--- src/rtl/compute_clock_gate_ctrl.sv ---
// compute_clock_gate_ctrl
//
// Generates the registered enable for the compute clock buffer. An accepted start runs the
// compute domain for a programmed number of root_clock cycles. The enable stays low for an arm
// delay before the run and for a flush delay after it. A stall request pauses the budget and a
// stop request aborts the run. Completion, abort status and cycle counts go to the host.
//
// Parameters
//   CNT_W        width of cycle_budget, elapsed_cycles and stall_cycles
//   ARM_CYCLES   cycles with the enable low between start accept and first enabled cycle (>=1)
//   FLUSH_CYCLES cycles with the enable low after the last enabled cycle, before done (>=1)
//
// Ports
//   root_clock        clock for all logic
//   reset_n_trigger   asynchronous active-low reset
//   start             single-cycle request, accepted only when idle
//   cycle_budget      number of enabled cycles, sampled with an accepted start
//   stall_req         level, pauses the run
//   stop_req          level, aborts the run
//   compute_clock_en  registered enable to the compute clock buffer
//   busy              high from start accept until done
//   done              one-cycle completion pulse
//   stopped           last run was aborted by stop_req
//   elapsed_cycles    enabled cycles completed in the current or last run
//   stall_cycles      stalled cycles in the current or last run, saturating

module compute_clock_gate_ctrl #(
  parameter int unsigned CNT_W        = 48,
  parameter int unsigned ARM_CYCLES   = 2,
  parameter int unsigned FLUSH_CYCLES = 4
) (
  input  logic             root_clock,
  input  logic             reset_n_trigger,
  input  logic             start,
  input  logic [CNT_W-1:0] cycle_budget,
  input  logic             stall_req,
  input  logic             stop_req,
  output logic             compute_clock_en,
  output logic             busy,
  output logic             done,
  output logic             stopped,
  output logic [CNT_W-1:0] elapsed_cycles,
  output logic [CNT_W-1:0] stall_cycles
);

  // One delay counter serves both ARM and FLUSH. It restarts at zero on entry to either state.
  localparam int unsigned DlyMax = (ARM_CYCLES > FLUSH_CYCLES) ? ARM_CYCLES : FLUSH_CYCLES;
  localparam int unsigned DlyW   = (DlyMax > 1) ? $clog2(DlyMax) : 1;

  localparam logic [DlyW-1:0] ArmLast   = DlyW'(ARM_CYCLES - 1);
  localparam logic [DlyW-1:0] FlushLast = DlyW'(FLUSH_CYCLES - 1);

  typedef enum logic [2:0] {
    StIdle,
    StArm,
    StRun,
    StStall,
    StFlush,
    StDone
  } state_e;

  state_e           state_q, state_d;
  logic [DlyW-1:0]  dly_q, dly_d;
  logic [CNT_W-1:0] budget_q, budget_d;
  logic [CNT_W-1:0] elapsed_q, elapsed_d;
  logic [CNT_W-1:0] stall_q, stall_d;
  logic             stopped_q, stopped_d;
  logic             en_q, en_d;
  logic             busy_q, busy_d;
  logic             done_q, done_d;

  logic [CNT_W-1:0] elapsed_inc;

  assign elapsed_inc = elapsed_q + CNT_W'(1);

  always_comb begin
    state_d   = state_q;
    dly_d     = '0;
    budget_d  = budget_q;
    elapsed_d = elapsed_q;
    stall_d   = stall_q;
    stopped_d = stopped_q;
    busy_d    = busy_q;
    // Enable and done are only raised explicitly on the paths that need them.
    en_d      = 1'b0;
    done_d    = 1'b0;

    unique case (state_q)
      StIdle: begin
        if (start) begin
          budget_d  = cycle_budget;
          elapsed_d = '0;
          stall_d   = '0;
          stopped_d = 1'b0;
          busy_d    = 1'b1;
          // A zero budget never enables the clock and still flushes before done.
          state_d   = (cycle_budget == '0) ? StFlush : StArm;
        end
      end

      StArm: begin
        if (stop_req) begin
          state_d   = StFlush;
          stopped_d = 1'b1;
        end else if (dly_q == ArmLast) begin
          state_d = StRun;
          en_d    = 1'b1;
        end else begin
          dly_d = dly_q + DlyW'(1);
        end
      end

      StRun: begin
        // The enable is high for the whole of every RUN cycle.
        elapsed_d = elapsed_inc;
        if (elapsed_inc == budget_q) begin
          // Exhaustion wins over a simultaneous stop, so the run is not reported as aborted.
          state_d = StFlush;
        end else if (stop_req) begin
          state_d   = StFlush;
          stopped_d = 1'b1;
        end else if (stall_req) begin
          state_d = StStall;
        end else begin
          en_d = 1'b1;
        end
      end

      StStall: begin
        if (stall_q != '1) begin
          stall_d = stall_q + CNT_W'(1);
        end
        if (stop_req) begin
          state_d   = StFlush;
          stopped_d = 1'b1;
        end else if (!stall_req) begin
          state_d = StRun;
          en_d    = 1'b1;
        end
      end

      StFlush: begin
        if (dly_q == FlushLast) begin
          state_d = StDone;
          busy_d  = 1'b0;
          done_d  = 1'b1;
        end else begin
          dly_d = dly_q + DlyW'(1);
        end
      end

      StDone: begin
        state_d = StIdle;
      end

      default: begin
        state_d = StIdle;
      end
    endcase
  end

  always_ff @(posedge root_clock or negedge reset_n_trigger) begin
    if (!reset_n_trigger) begin
      state_q   <= StIdle;
      dly_q     <= '0;
      budget_q  <= '0;
      elapsed_q <= '0;
      stall_q   <= '0;
      stopped_q <= 1'b0;
      en_q      <= 1'b0;
      busy_q    <= 1'b0;
      done_q    <= 1'b0;
    end else begin
      state_q   <= state_d;
      dly_q     <= dly_d;
      budget_q  <= budget_d;
      elapsed_q <= elapsed_d;
      stall_q   <= stall_d;
      stopped_q <= stopped_d;
      en_q      <= en_d;
      busy_q    <= busy_d;
      done_q    <= done_d;
    end
  end

  // Every output comes straight from a flop, so the clock buffer enable cannot glitch.
  assign compute_clock_en = en_q;
  assign busy             = busy_q;
  assign done             = done_q;
  assign stopped          = stopped_q;
  assign elapsed_cycles   = elapsed_q;
  assign stall_cycles     = stall_q;

endmodule

--- config.mk ---
export PLATFORM = sky130hd
export DESIGN_NAME = compute_clock_gate_ctrl
export DESIGN_NICKNAME = d
export VERILOG_FILES = /design/src/rtl/compute_clock_gate_ctrl.sv
export SDC_FILE = /design/constraint.sdc
export NUM_CORES = 1
export LEC_CHECK = 0
export CAP_MARGIN = 20
export CORE_MARGIN = 2
export CORE_UTILIZATION = 54
export DETAILED_ROUTE_END_ITERATION = 8
export PLACE_DENSITY = 0.86
export SYNTH_ARGS = -nofsm -noshare
export SYNTH_HDL_FRONTEND = slang
export SYNTH_SLANG_ARGS = --single-unit
export TNS_END_PERCENT = 20
--- constraint.sdc ---
create_clock -name root_clock -period 4.05 [get_ports root_clock]
set_clock_uncertainty 0.2 [all_clocks]
set_input_delay 0.81 -clock root_clock [delete_from_list [all_inputs] [get_ports root_clock]]
set_output_delay 0.81 -clock root_clock [all_outputs]
set_load 0.02 [all_outputs]
After elaboration in Yosys (flattened, before gate mapping)
Cells that the tools add are included.
- register bits after elaboration: 153
- bits of input ports: 53
- output and inout port bits: 100
- logic and storage cells: 74
- add/subtract/negate cells: 3
- equality and inequality tests: 15
- mux-type cells: 34
- reduce and logical (&&, ||, !) cells: 13
- operators with widths (operator ; count):
    48-bit case mux with 2 select lines ; 2
    48-bit by 1-bit adder with 48-bit output, second input constant ; 2
    48-bit 2-to-1 mux ; 2
    48-bit == test ; 1
    48-bit zero test ; 1
    48-bit inequality test, second input constant ; 1
    3-bit 2-to-1 mux ; 10
    3-bit case mux with 5 select lines ; 1
    1-bit 2-to-1 mux ; 12
    3-bit AND reduction ; 3
    2-bit inequality test, second input constant ; 4
    3-bit by 2-bit == test with 1-bit output, second input constant ; 2
    2-bit 2-to-1 mux ; 3
    3-bit inequality test, second input constant ; 2
    1-bit case mux with 3 select lines ; 2
    2-bit nonzero test ; 3
    5-bit AND reduction ; 1
    4-bit inequality test, second input constant ; 1
    2-bit case mux with 2 select lines ; 1
    2-bit AND reduction ; 2
    3-bit by 1-bit == test with 1-bit output, second input constant ; 1
    3-bit == test, second input constant ; 1
    3-bit zero test ; 1
    3-bit nonzero test ; 1
    5 further kinds ; 5

Longest topological paths before layout
Gate-level depths: netlist of run 1.
- word-level depth: 4
- depth in mapped cells: 11
- mapped depth without buffers: 9

Worst setup path before layout of run 1
Ideal clock, no wire load.
- path type: register to register
- start: register elapsed_q[0] (netlist: elapsed_cycles[0])
- end: register state_q[1]
- library setup time: 0.139 ns
- data arrival time: 2.937 ns
- data required time: 3.711 ns
- slack: 0.774 ns
- cell stages (with the launch flop): 11
- path buffers: 1
- period minus slack after synthesis: 3.276 ns
- cell sequence: dfrtp_1 ha_1 nand3_2 buf_6 nor3_2 nand4_2 or2_1 a2111oi_2 o211ai_1 nor4_4 a2111oi_1
- cells in the longest elaborated chain, start to end: 4
- elaborated cells between the ends (all ways): 6
- those cells by class: 1 x add/sub; 2 x eq/ne; 2 x mux; 1 x reduce/logical
- ends and longest elaborated chain (item ; line ; RTL):
    start, declared ; 65 ; logic [CNT_W-1:0] elapsed_q, elapsed_d;
    start signal, assigned ; 177 ; elapsed_q <= elapsed_d;
    48-bit by 1-bit adder with 48-bit output (*) ; 74 ; assign elapsed_inc = elapsed_q + CNT_W'(1);
    48-bit == test (*) ; 116 ; if (elapsed_inc == budget_q) begin
    4-bit inequality test (no line) / 3-bit 2-to-1 mux (equally long branches) ; n/a ;
    5-bit AND reduction (no line) / 3-bit case mux with 5 select lines (equally long branches) ; n/a ;
    end signal, assigned ; 164 ; state_q <= StIdle;
    end signal, assigned ; 174 ; state_q <= state_d;
    end, declared ; 62 ; state_e state_q, state_d;
Every way passes the cells marked *; elsewhere a longest branch is shown, timed or not.
A chain may end at the register's enable or synchronous reset.

Final worst setup path of run 1
Same ends and word-level chain as after synthesis.

==> impl_metrics.toml, run 1 <==
[detailed_routing]
num_vias = 8789
drc = 0
wl_mm = 28.3
first_iter_violations = 907
wl_per_cell_um = 19.5
via_per_inst = 6.04
ant_nets = 0
first_pass_iters = 5

[sta]
hold_viol = 0
period_needed_ps = 3590
timing.slew.headroom_pct = 51.1
grt_setup_unrepaired = "false"
clock.fmax_ghz = 0.279
worst_pin_slew_ps = 734
slew_violations = 0
setup-violations-final = 0
min_period_over_period_pct = 88.6
tns_ps = 0

[setup_path]
path_max_fanout = 7
path_class = "flip-flop to flip-flop"
cp_cell_sequence = "ha_1 -> nand3_2 -> nor3_2 -> and3_1 -> o211ai_1 -> a2111oi_1 -> nand4_1 -> nor4_4 -> a2111oi_1"
reg2reg_slack_ps = 460
critPathCaptureType = "flip-flop"
worstPathArrival_ps = 3680
critPathMostFrequentCell = "a2111oi_1"
start_kind = "flip-flop"
crit_family = "simple AND/OR/NAND/NOR gates"
critical_path_buf_inv_count = 0
r2r_cells = 9
slowest_delay_ps = 530
cpMaxStageDelayCell = "nor3_2"
required_ps = 4140
cp_num_cells = 9

[global_route]
grt_pass1_wl_mm = 45.2
grt_use_total_pct = 31.7
busiest_layer = "met2"
antenna_found_initial = 0
grt_pass1_vias = 8315
met3_usage_pct = 5.67
globalRouteMet1Util_pct = 44.0
grt_max_degree = 80
grt_overflow = 0
use_met2_pct = 50.9

[yosys]
synth_top_family_by_area = "simple AND/OR/NAND/NOR gates"
avgSynthCellArea_um2 = 8.51
syn_area_um2 = 9270
synth_compound_area_share_pct = 11.1
ys_warn_count = 0
synth-edff-count = 0
syn_nets = 1148
synth_seq_area_share_pct = 41.3
synth-seq-cells = 153
synth_area_leaders = "dfrtp_1 (41%), nand2_1 (9.4%), xnor2_1 (6.1%)"
yosysTopAreaCell = "dfrtp_1"
synth.mux.area_fraction_pct = 0.810
ys_async_sr_fraction_pct = 100
synthAdderAreaFrac_pct = 0.675
synth_most_common_cell = "nand2_1"
synth-main-ff-cell = "dfrtp_1"
synthSimpleGateAreaFrac_pct = 30.1
synthCells = 1090
yosysUniqueCellTypes = 71
netlist_top_cells_count = "nand2_1 (231), dfrtp_1 (153), nor2_1 (84), xnor2_1 (65), o21ai_0 (62)"
synth_top_area_share_pct = 41.3
synth_xor_area_share_pct = 11.0

[finish]
area_growth_pct = 24.3
fin_cells = 1455
drive_above_1_share_pct = 7.77
antennaDiodeCount = 0
final_nets = 1280

[placed_design]
dpl.cell_count = 1423
dp_hpwl_mm = 20.5
portBuffers = 152
globalplace.congestion = 0.946

[pwr]
peakVddDrop_mv = 0.343
internal_power_uw = 3410
powerDensity_nw_per_um2 = 484
power_switching_uw = 2160
pwr-share-clk_pct = 29.2
p_seq_share_pct = 38.7
sw_frac_of_total_pct = 38.8
p_leak_uw = 0.00482
power_frac_comb_pct = 32.0

[clock_network]
cts-buffers-inserted = 17
clockBufferDepth = 2
htreeDepth = 4
cts_root_buf = "clkbuf_16"
ctsResizeCount = 0
cts_tree = "built"
cts_sinks = 153
cts_hold_buf = 0
insertion_delay_ps = 430
postCtsSetupBuffers = 0
clkTransAtPathRegs_ps = 70

[die]
chipHeight_um = 135
die_w_um = 135
initial_utilization_pct = 55.5
fp.coreArea_um2 = 16700
boundaryPins = 153
design.die.area_um2 = 18200
row_count = 47

[run_status]
status = "complete, no violations"

[run]
drv_cap = 0

[hold_path]
hp-class = "input port to async pin"
path summary, 6_finish.rpt:
kind	start	to
setup / recovery	elapsed_cycles[0]	state_q[1]
hold / removal	reset_n_trigger	elapsed_cycles[9]
setup reg to reg	elapsed_cycles[0]	state_q[1]
hold reg to reg	budget_q[40]	budget_q[40]
max in group asynchronous	reset_n_trigger	stall_cycles[1]
min in group root_clock	budget_q[40]	budget_q[40]
cells by family after synthesis:
group / Yosys count
adder cells (fa/ha/maj): 5
AND/OR/NAND/NOR: 553
XOR/XNOR: 116
buffers and inverters: 93
flip-flops: 153
multiplexers: 7
AO/OA/AOI/OAI: 163
layer usage:
layer / share of wire (%) / wire length, um / vias to the layer above
met5: 0 / 0 / -
met4: 2.4 / 672 / 0
met3: 7.8 / 2220 / 58
met2: 46 / 13200 / 403
met1: 43 / 12300 / 4252
li1: - / - / 4076
per-stage QoR:
| step | instance area [um^2] | util [%] | worst slack, ps | power, uW | hold slack [ps] |
|---|---|---|---|---|---|
| after floorplan | 9270 | - | 774 | 3330 | 261 |
| after global placement | 10900 | 65.5 | 577 | 3900 | 279 |
| after detailed placement | 10900 | 65.5 | 545 | 3930 | 285 |
| after CTS | 11500 | 69.0 | 506 | 5560 | 232 |
| after global routing | 11500 | 69.0 | 223 | 5860 | 261 |
| final | 11500 | 69.0 | 460 | 5570 | 204 |
worst reg2reg max path: cells and delay by family (launching register included):
| kind | cells | cell delay, ps |
|---|---|---|
| compound gates | 3 | 700 |
| fa+ha+maj | 1 | 310 |
| flops | 1 | 510 |
| simple gates | 5 | 1730 |
layout by cell type (no fill, tap or decap), types with 9 or more instances in the layout:
cell               n
o21ai_0           62
buf_4             28
nand2_1          231
clkdlybuf4s50_1  151
and3_1            26
nor2_1            84
nand4_1           42
o31ai_1           22
inv_1             25
nor4_1            30
nand3_1           46
nor3_1            17
dfrtp_1          153
clkbuf_16         17
xor2_1            51
xnor2_1           65
and2_1             9
a21oi_1           30
a31oi_1           12
and4_1            12
flip-flops by register name (all words and copies together), names as in the netlist:
register,flops
budget_q,48
busy,1
compute_clock_en,1
dly_q,2
done,1
elapsed_cycles,48
stall_cycles,48
state_q,3
stopped,1
layout make-up:
type	instances	area (um^2)
Tap cell	220	275
Inverter	25	93.8
Sequential cell	153	3830
Clock inverter	14	163
Clock buffer	18	429
Multi-Input combinational cell	844	4990
Fill cell	1375	5170
Timing Repair Buffer	181	1750
power groups by stage:
stage	sequential (uW)	clock (uW)	combinational, uW
2_1_floorplan	2050	0	1280
3_3_place_gp	2170	0	1740
3_5_place_dp	2170	0	1760
4_1_cts	2150	1640	1780
5_1_grt	2190	1700	1970
6_report	2160	1630	1790
Power figures use the tool's default switching activity.
==> inputs of run 2 (changes only) <==
--- a/config.mk
+++ b/config.mk
@@ -7,9 +7,9 @@
 export LEC_CHECK = 0
 export CAP_MARGIN = 20
 export CORE_MARGIN = 2
-export CORE_UTILIZATION = 54
+export CORE_UTILIZATION = 49
 export DETAILED_ROUTE_END_ITERATION = 8
-export PLACE_DENSITY = 0.86
+export PLACE_DENSITY = 0.82
 export SYNTH_ARGS = -nofsm -noshare
 export SYNTH_HDL_FRONTEND = slang
 export SYNTH_SLANG_ARGS = --single-unit
==> constraint.sdc (replaced) <==
create_clock -name root_clock -period 3 [get_ports root_clock]
set_clock_uncertainty 0.2 [all_clocks]
set_input_delay 0.6 -clock root_clock [delete_from_list [all_inputs] [get_ports root_clock]]
set_output_delay 0.6 -clock root_clock [all_outputs]
set_load 0.02 [all_outputs]
==> impl_metrics.toml, run 2 (synthesized netlist as in run 1, its figures left out) <==
[sta]
min_period_over_period_pct = 103
layout_setup_ws_ps = -81.5
tns_ps = -263
setup-violations-final = 5
worst_pin_slew_ps = 623
timing.slew.headroom_pct = 58.5
slew_violations = 0
clock.fmax_ghz = 0.325
grt_setup_unrepaired = "true"
hold_viol = 0
period_needed_ps = 3080

[die]
die_w_um = 142
design.die.area_um2 = 20000
boundaryPins = 153
fp.coreArea_um2 = 18600
initial_utilization_pct = 49.7
chipHeight_um = 142
row_count = 50

[run_status]
violations = "negative setup slack"
status = "finished with violations"

[clock_network]
cts_tree = "built"
cts-buffers-inserted = 17
clkTransAtPathRegs_ps = 70
cts_root_buf = "clkbuf_16"
htreeDepth = 4
cts_sinks = 153
insertion_delay_ps = 440
clockBufferDepth = 2

[placed_design]
dp_hpwl_mm = 23.4
globalplace.congestion = 0.981
portBuffers = 152

[pwr]
peakVddDrop_mv = 0.474
power.total_uw = 7880
p_leak_uw = 0.00567
powerDensity_nw_per_um2 = 614

[setup_path]
worstReg2RegStart = "elapsed_cycles[11]"
r2r_cells = 11
slowest_delay_ps = 410
cp_cell_sequence = "buf_6 -> nand4_1 -> buf_4 -> nor4_1 -> buf_4 -> nand3_1 -> mux2i_1 -> nor4_2 -> nand4_2 -> nor4_4 -> a2111oi_1"
timing.rr.end = "state_q[1]"
critPathCaptureType = "flip-flop"
critPathMostFrequentCell = "buf_4"
worstPathArrival_ps = 3180
path_class = "flip-flop to flip-flop"
start_kind = "flip-flop"
reg2reg_slack_ps = -80
required_ps = 3100
cpMaxStageDelayCell = "dfrtp_2"
path_max_fanout = 7

[detailed_routing]
via_per_inst = 5.82
first_pass_iters = 6
wl_mm = 31.6
num_vias = 9412
drc = 0
wl_per_cell_um = 19.5
first_iter_violations = 1042
ant_nets = 0

[global_route]
antenna_found_initial = 0
grt_use_total_pct = 32.2
grt_pass1_wl_mm = 50.3
grt_overflow = 0
grt_max_degree = 68
grt_pass1_vias = 9155

[hold_path]
hp-start = "budget_q[1]"
hp-class = "flip-flop to flip-flop"
whs_endpoint = "budget_q[1]"
hold_depth = 2

[finish]
layout_commonest_cell = "nand2_1"
antennaDiodeCount = 0
drive_above_1_share_pct = 19.2
final_nets = 1428
area_growth_pct = 38.3
mostFrequentLayoutCells = "nand2_1 (231), buf_4 (171), clkdlybuf4s50_1 (151)"

[run]
drv_cap = 0
run 2: cell count changes in the layout (fill, tap and decap cells not counted), moves of 3 or more:
cell	delta
buf_4	+143
dfrtp_1	-10
dfrtp_2	+10
nor4_1	-4
nor4_4	+4
clkinv_4	+3
clkinvlp_4	-3
run 2: repair_timing:
action / CTS / global route
hold buffers: 1 / 0
endpoints found under the setup margin: 5 / 5
hold endpoints to repair: 58 / 0
resized for setup: 14 / 4
buffers inserted: 0 / 2
pin swaps: 4 / 5
run 2: worst max-delay path: cells and delay by family, from the launching register on:
family	cells	cell delay [ps]
and+or+nand+nor	6	1480
buffers and inverters	3	520
DFF	1	410
muxes	1	190
AOI/OAI and AO/OA	1	140
run 2: per-layer routing:
layer | track usage, % | wire, um
met2 | 49.9 | 14400
met1 | 44.7 | 13700
met3 | 8.54 | 2730
met4 | 9.42 | 815
met5 | 0 | 0
run 2: stage by stage:
step | hold WS [ps] | utilization [%] | std cells | setup WS (ps) | cell area [um^2]
after global placement | 281 | 65.0 | 1582 | -158 | 12100
after detailed placement | 283 | 65.0 | 1582 | -267 | 12100
after global routing | 319 | 68.8 | 1616 | -224 | 12800
after CTS | 299 | 68.6 | 1614 | -19.3 | 12800
final | 299 | 68.8 | 1616 | -81.5 | 12800
after floorplan | 104 | - | 1090 | 7.83 | 9330
run 2: final cells by class:
type                            instances  area, um^2
Clock buffer                           17         425
Clock inverter                         14         165
Fill cell                            1494        5810
Inverter                               25        93.8
Multi-Input combinational cell        844        5110
Sequential cell                       153        3840
Tap cell                              234         293
Timing Repair Buffer                  329        2900
run 2: how the worst max path moves through the flow:
stage	start	endpoint	slack, ps	depth (start not counted)
global route	elapsed_cycles[11]	state_q[1]	-220	10
detailed placement	elapsed_cycles[0]	state_q[1]	-270	10
finish	elapsed_cycles[11]	state_q[1]	-80	11
floorplan	elapsed_cycles[4]	state_q[1]	8	10
global placement	elapsed_cycles[0]	state_q[1]	-160	10
CTS	elapsed_cycles[7]	state_q[1]	-20	10
run 2: where the power goes:
| group | switching [uW] | leakage, uW | internal [uW] | total, uW |
|---|---|---|---|---|
| sequential | 384 | 0.00203 | 2440 | 2820 |
| combinational | 1710 | 0.00336 | 1140 | 2850 |
| clock | 966 | 0.000282 | 1240 | 2210 |
==> inputs of run 3 (changes only) <==
--- a/config.mk
+++ b/config.mk
@@ -6,10 +6,13 @@
 export NUM_CORES = 1
 export LEC_CHECK = 0
 export CAP_MARGIN = 20
-export CORE_MARGIN = 2
-export CORE_UTILIZATION = 49
+export CELL_PAD_IN_SITES_DETAIL_PLACEMENT = 1
+export CELL_PAD_IN_SITES_GLOBAL_PLACEMENT = 1
+export CORE_MARGIN = 3
+export CORE_UTILIZATION = 37
+export CTS_CLUSTER_SIZE = 40
 export DETAILED_ROUTE_END_ITERATION = 8
-export PLACE_DENSITY = 0.82
+export PLACE_DENSITY = 0.83
 export SYNTH_ARGS = -nofsm -noshare
 export SYNTH_HDL_FRONTEND = slang
 export SYNTH_SLANG_ARGS = --single-unit
==> impl_metrics.toml, run 3 (synthesized netlist as in run 1, its figures left out) <==
[run_status]
status = "finished with violations"
violations = "negative setup slack"

[global_route]
grt_use_total_pct = 29.1
grt_overflow = 0
busiest_layer = "met2"
met3_usage_pct = 7.99
grt_pass1_wl_mm = 60.6
use_met2_pct = 48.3
grt_pass1_vias = 10801
globalRouteMet1Util_pct = 35.8
antenna_found_initial = 0
grt_max_degree = 65

[detailed_routing]
drc = 0
ant_nets = 0
wl_mm = 39.0
num_vias = 10106
via_per_inst = 5.81
first_iter_violations = 921
first_pass_iters = 7
wl_per_cell_um = 22.4

[sta]
worst_pin_slew_ps = 653
layout_setup_ws_ps = -220
timing.slew.headroom_pct = 56.5
min_period_over_period_pct = 107
whs_ps = 312
clock.fmax_ghz = 0.311
slew_violations = 0
setup-violations-final = 5
grt_setup_unrepaired = "true"
period_needed_ps = 3220
hold_viol = 0

[clock_network]
cts_sinks = 153
cts_root_buf = "clkbuf_16"
cts_tree = "built"
clkTransAtPathRegs_ps = 70
insertion_delay_ps = 440
htreeDepth = 4
clockBufferDepth = 2
cts-buffers-inserted = 17

[finish]
fillers = 2846
fin_cells = 1740
antennaDiodeCount = 0
layout_commonest_cell = "nand2_1"
area_growth_pct = 44.6
mostFrequentLayoutCells = "nand2_1 (231), buf_4 (206), clkdlybuf4s50_1 (151)"
final_util_pct = 54.8
final_nets = 1463
final_design_area_no_fill_um2 = 13400
drive_above_1_share_pct = 22.5

[setup_path]
critPathCaptureType = "flip-flop"
worstPathArrival_ps = 3320
start_kind = "flip-flop"
path_class = "flip-flop to flip-flop"
required_ps = 3100
r2r_cells = 11
path_max_fanout = 6

[hold_path]
hold_depth = 2
hp-class = "flip-flop to flip-flop"

[pwr]
p_leak_uw = 0.00594
powerDensity_nw_per_um2 = 612
peakVddDrop_mv = 0.403

[die]
boundaryPins = 153
die_w_um = 164
row_count = 57
chipHeight_um = 164
design.die.area_um2 = 27000
fp.coreArea_um2 = 24500
initial_utilization_pct = 37.9

[placed_design]
dpl.cell_count = 1674
portBuffers = 152
dp_slack_ps = -240
globalplace.congestion = 0.948
placement.cell_area_um2 = 12200
dp_hpwl_mm = 27.4

[run]
drv_cap = 0
==> run 3: changes by cell type in the layout (fill, tap and decap cells not counted), moves of 3 or more <==
cell     before  now
xnor2_2       0    3
buf_4       171  206
inv_8         3    0
nor4_1       26   23
xnor2_1      65   61
==> run 3: critical path, cell delays in order, from the launching register on <==
cell       delay, ps
dfrtp_2          410
buf_4            150
nand4_4          160
or3_1            430
buf_4            180
nor2_2           150
xnor2_1          120
a2111oi_2        400
nand4_1          160
buf_4            190
nor4_4           410
a2111oi_2        120
==> run 3: cell type report <==
cell class                      instances  area, um^2  area share (%)
Timing Repair Buffer                  364        3150            23.5
Clock inverter                         11         148            1.10
Multi-Input combinational cell        844        5320            39.7
Inverter                               25        93.8           0.700
Sequential cell                       153        3840            28.7
Clock buffer                           19         443            3.30
Tap cell                              324         405            3.02
==> run 3: stage by stage <==
step	power [uW]	TNS (ps)
3_3_place_gp	5540	-367
4_1_cts	8110	-108
5_1_grt	8620	-1670
3_5_place_dp	5670	-1040
2_1_floorplan	4510	0
6_report	8200	-996
==> run 3: power by group <==
group	switching, uW	total [uW]	internal, uW
logic	1910	3080	1170
registers	436	2880	2440
clock network	929	2250	1330
==> run 3: final timing paths <==
check                                  startpoint              end  slack, ps
worst max-delay path            elapsed_cycles[0]       state_q[1]       -220
worst min-delay path                 budget_q[21]     budget_q[21]        310
worst max register to register  elapsed_cycles[0]       state_q[1]       -220
worst min register to register       budget_q[21]     budget_q[21]        310
max in group asynchronous         reset_n_trigger  stall_cycles[0]       1340
min in group asynchronous         reset_n_trigger      budget_q[8]        540
==> run 3: metal layers <==
metal	up-vias	routed length [um]
li1	4436	-
met1	5067	15600
met2	486	18700
met3	117	3200
met4	0	1500
met5	-	0
==> run 3: timing repair <==
item,CTS,global route
hold buffers,1,0
setup buffers,32,4
resized for setup,43,9
endpoints found under the setup margin,5,5
pin swaps,29,14
endpoints found under the hold margin,22,0
